### src/rtl/wave_channel_gen.sv
// rtl/wave_channel_gen.sv - wave-table APU channel: frequency timer, length counter, volume, CPU-arbitrated wave RAM
// Optional dual-bank wave RAM under WAVE_CHANNEL_GEN_BANK_EN.
module wave_channel_gen #(
  parameter int SAMPLE_W   = 4,
  parameter int WAVE_DEPTH = 32,
  parameter int FREQ_W     = 11,
  parameter int LEN_W      = 8,
  localparam int POS_W     = $clog2(WAVE_DEPTH)
) (
  input  logic                apu_2mhz,
  input  logic                napu_reset,
  input  logic                freq_tick,
  input  logic                len_tick,
  input  logic                dac_en,
  input  logic [FREQ_W-1:0]   freq,
  input  logic                len_load,
  input  logic [LEN_W-1:0]    len_val,
  input  logic                len_en,
  input  logic [1:0]          vol,
  input  logic                trigger,
  input  logic                cpu_wr,
  input  logic                cpu_rd,
  input  logic [POS_W-1:0]    cpu_addr,
  input  logic [SAMPLE_W-1:0] cpu_wdata,
`ifdef WAVE_CHANNEL_GEN_BANK_EN
  input  logic                bank_sel,
  input  logic                bank_dual,
`endif
  output logic [SAMPLE_W-1:0] cpu_rdata,
  output logic                ch_active,
  output logic [POS_W-1:0]    pos,
  output logic [SAMPLE_W-1:0] sample_out
);

`ifdef WAVE_CHANNEL_GEN_BANK_EN
  localparam int RAM_AW = POS_W + 1;
`else
  localparam int RAM_AW = POS_W;
`endif
  localparam int RAM_DEPTH = 1 << RAM_AW;

  logic [SAMPLE_W-1:0] ram [RAM_DEPTH];

  logic [FREQ_W-1:0]   ftimer;
  logic [LEN_W-1:0]    len_cnt;
  logic [SAMPLE_W-1:0] sbuf;
  logic [SAMPLE_W-1:0] scaled;
  logic [POS_W-1:0]    pos_nxt;
  logic [RAM_AW-1:0]   play_idx;
  logic [RAM_AW-1:0]   cpu_idx;
  logic                advance;
  logic                expire;

  // A trigger in the same cycle as a timer wrap wins: pos goes to 0, no latch.
  assign advance = ch_active & freq_tick & (&ftimer) & ~trigger;
  assign expire  = len_tick & len_en & ~len_load & (&len_cnt);
  assign pos_nxt = pos + POS_W'(1);

`ifdef WAVE_CHANNEL_GEN_BANK_EN
  logic play_bank;
  logic bank_nxt;

  assign bank_nxt = (bank_dual && pos == POS_W'(WAVE_DEPTH - 1)) ? ~play_bank : play_bank;
  assign play_idx = {bank_nxt, pos_nxt};
  // The CPU owns the idle bank, so it never has to be redirected to pos.
  assign cpu_idx  = {~play_bank, cpu_addr};

  always_ff @(posedge apu_2mhz or negedge napu_reset) begin
    if (!napu_reset) begin
      play_bank <= 1'b0;
    end else if (trigger) begin
      play_bank <= bank_sel;
    end else if (advance) begin
      play_bank <= bank_nxt;
    end
  end
`else
  assign play_idx = pos_nxt;
  assign cpu_idx  = ch_active ? pos : cpu_addr;
`endif

  always_comb begin
    scaled = '0;
    case (vol)
      2'd1:    scaled = sbuf;
      2'd2:    scaled = sbuf >> 1;
      2'd3:    scaled = sbuf >> 2;
      default: scaled = '0;
    endcase
  end

  always_ff @(posedge apu_2mhz) begin
    if (cpu_wr) begin
      ram[cpu_idx] <= cpu_wdata;
    end
  end

  always_ff @(posedge apu_2mhz or negedge napu_reset) begin
    if (!napu_reset) begin
      ch_active  <= 1'b0;
      pos        <= '0;
      ftimer     <= '0;
      len_cnt    <= '0;
      sbuf       <= '0;
      sample_out <= '0;
      cpu_rdata  <= '0;
    end else begin
      if (!dac_en) begin
        ch_active <= 1'b0;
      end else if (trigger) begin
        ch_active <= 1'b1;
      end else if (expire) begin
        ch_active <= 1'b0;
      end

      if (trigger) begin
        ftimer <= freq;
      end else if (ch_active && freq_tick) begin
        ftimer <= (&ftimer) ? freq : ftimer + FREQ_W'(1);
      end

      if (trigger) begin
        pos <= '0;
      end else if (advance) begin
        pos <= pos_nxt;
      end

      if (advance) begin
        sbuf <= ram[play_idx];
      end

      // Length keeps running while the channel is idle; trigger leaves it alone.
      if (len_load) begin
        len_cnt <= len_val;
      end else if (len_tick && len_en) begin
        len_cnt <= len_cnt + LEN_W'(1);
      end

      sample_out <= ch_active ? scaled : '0;

      // Non-blocking read returns the pre-write word on a simultaneous rd/wr.
      if (cpu_rd) begin
        cpu_rdata <= ram[cpu_idx];
      end
    end
  end

endmodule

### config.mk
export PLATFORM = sky130hd
export DESIGN_NAME = wave_channel_gen
export DESIGN_NICKNAME = d
export VERILOG_FILES = /design/src/rtl/wave_channel_gen.sv
export SDC_FILE = /design/constraint.sdc
export NUM_CORES = 1
export LEC_CHECK = 0
export CAP_MARGIN = 15
export CORE_MARGIN = 8
export CORE_UTILIZATION = 59
export DETAILED_ROUTE_END_ITERATION = 10
export PLACE_DENSITY = 0.82
export SKIP_CTS_REPAIR_TIMING = 1
export SLEW_MARGIN = 15
export SYNTH_ARGS = -nofsm -noshare
export SYNTH_HDL_FRONTEND = slang
export SYNTH_SLANG_ARGS = --single-unit
### constraint.sdc
create_clock -name apu_2mhz -period 3.09 [get_ports apu_2mhz]
set_input_delay 0.927 -clock apu_2mhz [delete_from_list [all_inputs] [get_ports apu_2mhz]]
set_output_delay 0.927 -clock apu_2mhz [all_outputs]
set_load 0.01 [all_outputs]
Yosys cells after proc, flatten, opt, wreduce, memory -nomap -nowiden
Memories as Yosys holds them, arrays and structs flattened. A register that Yosys moved wholly into a read port is not among the register bits.
Index checks and enable logic that the tools add are counted.

storage, ports and cells
  flip-flop bits (word level) = 29
  RAM bits = 128
  bits of input ports = 40
  logic and storage cells = 45
  memories = 1

operators by class
  add/sub/neg operators = 3
  equality and inequality tests = 4
  multiplexer cells = 15
  bitwise operators = 8
  reductions and logical operators = 9

memory list
  memory  depth  bits a word  read ports  clocked after Yosys merged registers in  wr ports  RTL line  source
  ram     32     4            2           2                                        1         42        logic [SAMPLE_W-1:0] ram [RAM_DEPTH];

operators by type and width
  kind                   count
  $mux 11                3
  $mux 8                 2
  $mux 5                 3
  $pmux 4 s3             1
  $add 11x1->11 const B  1
  $reduce_and 11->1      1
  $add 8x1->8 const B    1
  $reduce_and 8->1       1
  $and 1x1->1            6
  $reduce_bool 2->1      3
  $add 5x1->5 const B    1
  $mux 1                 5
  $eq 2x2->1 const B     2
  $mux 4                 1
  $ne 3x2->1 const B     1
  $eq 2x1->1 const B     1
  $logic_and 1x1->1      2
  $logic_not 1->1        2
  $not 1->1              2

Depth between registers and ports, before layout
Gate-level depths: netlist of the first run.

  depth in word-level cells = 6
  gate-level depth with buffers = 8
  depth with buffers taken out = 6

Worst setup path after synthesis of the first run
OpenSTA, ideal clock, no wires.

  path kind = input to register
  from = input cpu_addr[0]
  to = register cpu_rdata[2] (read register of ram)
  library setup time = 0.126 ns
  arrival time = 2.571 ns
  data required time = 2.964 ns
  path slack = 0.393 ns
  stages on the path = 7
  buffers on the path = 2
  path through = mux2i_1 > buf_2 > buf_2 > mux4_2 > nand2_1 > nand2_1 > o32a_1

between the ends
  cells in the longest elaborated chain, start to end = 1

ends and longest elaborated chain
  item             RTL line  source
  start, declared  23        input logic [POS_W-1:0] cpu_addr,
  $mux 5           79        assign cpu_idx = ch_active ? pos : cpu_addr;
  end, declared    29        output logic [SAMPLE_W-1:0] cpu_rdata,

No other way between the ends.
A chain may end at the register's enable or synchronous reset.

Worst setup path after layout of the first run
  from = input cpu_addr[0]
  to = register cpu_rdata[0] (read register of ram)

The elaborated chain is that of the path after synthesis.

==> flow_summary_export.csv, run 1 <==
group,metric,value,unit
die,die_h,134,um
clocking,clock_latency,0.44,ns
pwr,vdd_ir_drop_max,0.547,mV
yosys,asyncSetResetFlopFracSynth,22.4,%
drt,via_per_inst,6.71,
sta,rsz0062_at_grt,"false",
die,coreArea,0.0138,mm^2
drt,detail_route.wl_per_cell,24.4,um
min_path,hold_class,"reg2reg",
drt,vias,5915,
yosys,synth_edf_count,128,
yosys,synth_top_area_share,46.7,%
placement,place_inst,849,
placement,place_ws,-0.193,ns
sta,hold_viol_final,0,
die,die_w,134,um
die,start_util,59.8,%
sta,skew,0.0100,ns
finish,antenna_cells,0,
placement,post-dp-hpwl,15300,um
die,ioPinCount,54,
pwr,leakagePower,3.57,nW
yosys,synth_seq_cells,165,
clocking,cts_tree,"yes",
finish,area_delta_synth_final,20.7,%
clocking,cts.sinks,165,
yosys,netlist_area,0.00824,mm^2
finish,regArea,0.00477,mm^2
clocking,cts_buffer_depth,2,
drt,first_iter_violations,730,
clocking,cts_made_buffers,17,
global_route,use_met1,31.4,%
critical_path,critPathCaptureType,"register",
sta,timing.final.crit_share,93.1,%
finish,stdcell_area,0.00994,mm^2
finish,finalNonFillerCells,881,
drt,dr.pass1.iters,5,
yosys,synth_cell_types,60,
yosys,syn_avg_cell_area,14.0,um^2
clocking,htreeDepth,4,
yosys,synth_nets,630,
global_route,grt_pass1_vias,5933,
sta,max_freq,0.348,GHz
yosys,dominantRegCellSynth,"edfxtp_1",
yosys,yosys-top-cells-area,"edfxtp_1 47%, mux4_2 13%, dfrtp_1 11%",
clocking,cts-root-buf,"clkbuf_16",
placement,placed_area,0.00937,mm^2
sta,fin_ws,0.214,ns
yosys,ys_seq_area_share,57.9,%
global_route,grt_max_degree,38,
placement,gp_congestion,0.936,
yosys,synth_cells,587,
sta,fin_crit,2.88,ns
critical_path,worst-endpoint-arrival,3.20,ns
pwr,power.density,504,mW/mm^2
drt,wl,21500,um
critical_path,reg2reg_slack,0.49,ns
finish,fin_nets,731,
global_route,grt-ovfl-total,0,
global_route,grt_pass1_wl,33400,um
global_route,antenna_found_initial,0,
run,drv_cap,0,
die,die_area,0.0180,mm^2
sta,finalSetupViolations,0,
critical_path,worst-endpoint-required,3.41,ns
critical_path,cp-start-kind,"input port",
sta,tightest_slew,0.901,ns
min_path,hold-path-cell-count,2,
critical_path,path_class,"in2reg",
global_route,use_met2,39.5,%
finish,multi_input_area,0.00331,mm^2
global_route,busiest_layer,"met2",
global_route,use_met3,6.06,%
yosys,yosys.area.top_type,"edfxtp_1",
sta,slew_violations,0,
finish,drive_gt1_share,21.1,%
run_status,status,"complete, no violations",
yosys,yosysWarnings,0,
critical_path,critPathMaxFanout,14,
sta,relSlewSlack,39.7,%
critical_path,r2r_cells,7,
drt,route.detailed.drc,0,
drt,ant_nets,0,
clocking,clk_pin_slew,0.07,ns
finish,n_fill_cell,894,
global_route,track_usage,24.8,%
die,core.rowCount,43,
placement,io_buffers,53,
==> registers in the layout, summed over array words and instances, names as in the netlist <==
signal / count
ch_active: 1
cpu_rdata: 4
ftimer: 11
len_cnt: 8
pos: 5
ram: 128
sample_out: 4
sbuf: 4
==> worst max-delay path, stage by stage <==
cell             delay (ns)
clkdlybuf4s50_1        0.53
mux2i_4                0.23
buf_12                 0.18
buf_4                  0.26
mux2i_1                0.31
o22ai_1                0.13
a211o_1                0.34
o32a_1                 0.29
==> per-layer routing <==
metal	share of wire (%)	vias to the layer above
met4	3.1	0
met2	48	394
met3	9.6	57
li1	-	2547
met5	0	-
met1	39	2917
==> final timing paths <==
path	startpoint	to
worst max-delay path	cpu_addr[0]	cpu_rdata[0]
worst min-delay path	sbuf[0]	sbuf[0]
worst max register to register	ch_active	cpu_rdata[0]
worst min register to register	sbuf[0]	sbuf[0]
max in group asynchronous	napu_reset	len_cnt[1]
min in group asynchronous	napu_reset	ftimer[1]
==> through the flow <==
stage / total power, W / hold WS [ns] / util, % / setup TNS, ns
after floorplan: 0.00275 / 0.449 / - / 0
after global placement: 0.00297 / 0.474 / 68.0 / -0.380
after detailed placement: 0.00299 / 0.479 / 68.0 / -0.515
after CTS: 0.00503 / 0.500 / 72.2 / 0
after global routing: 0.00515 / 0.528 / 72.2 / 0
final: 0.00501 / 0.493 / 72.2 / 0
==> cells in the mapped netlist, drive strengths merged (3+ instances only) <==
cell type,number
a21oi,12
a22o,8
a22oi,4
a31oi,6
a41oi,6
and3,7
and3b,4
buf,19
clkbuf,13
dfrtp,37
edfxtp,128
ha,3
inv,6
mux2i,33
mux4,50
nand2,33
nand2b,5
nand3,14
nand4,4
nor2,51
nor2b,11
nor3,6
nor3b,6
nor4,3
o21ai,57
o22ai,4
o31ai,7
o32a,3
xnor2,6
xor2,8
==> final cells by class <==
cell class / instances / share of cell area, %
clock inverter: 13 / 1.41
tap: 180 / 2.27
sequential: 165 / 48.0
clock buffer: 19 / 4.35
timing repair buffer: 114 / 10.5
multi-input combinational: 384 / 33.3
inverter: 6 / 0.227
==> report_power, final <==
| group | switching (W) | internal [W] |
|---|---|---|
| Clock | 0.000920 | 0.00114 |
| Combinational | 0.000231 | 0.000213 |
| Sequential | 0.0000556 | 0.00245 |
==> cells by family (layout without fill, tap and decap cells) <==
kind of cell / Yosys count / after routing / share of synthesized area (%)
flops: 165 / 165 / 57.9
simple gates: 155 / 155 / 9.58
compound gates: 127 / 127 / 10.2
mux: 85 / 85 / 18.2
buf+inv: 38 / 152 / 2.16
xor+xnor: 14 / 14 / 1.58
fa+ha+maj: 3 / 3 / 0.456
==> layout by cell type (no fill, tap or decap), drive strengths merged, types with 5 or more instances in the layout <==
cell type and n:
clkbuf 19, xor2 8, dfrtp 37, o31ai 7, clkdlybuf4s50 52, buf 62, nand3 14, nor3 6
nor3b 6, edfxtp 128, a21oi 12, nor2 51, xnor2 6, o21ai 57, nor2b 11, inv 13
and3 7, a22o 8, nand2b 5, nand2 33, mux4 50, a31oi 6, a41oi 6, mux2i 33
Power figures use the tool's default switching activity.
==> run 2: changes to the inputs <==
--- a/config.mk
+++ b/config.mk
@@ -5,7 +5,6 @@
 export SDC_FILE = /design/constraint.sdc
 export NUM_CORES = 1
 export LEC_CHECK = 0
-export CAP_MARGIN = 15
 export CORE_MARGIN = 8
 export CORE_UTILIZATION = 59
 export DETAILED_ROUTE_END_ITERATION = 10
==> results of run 2 <==
Final layout, timing and power as in run 1 (identical DEF).
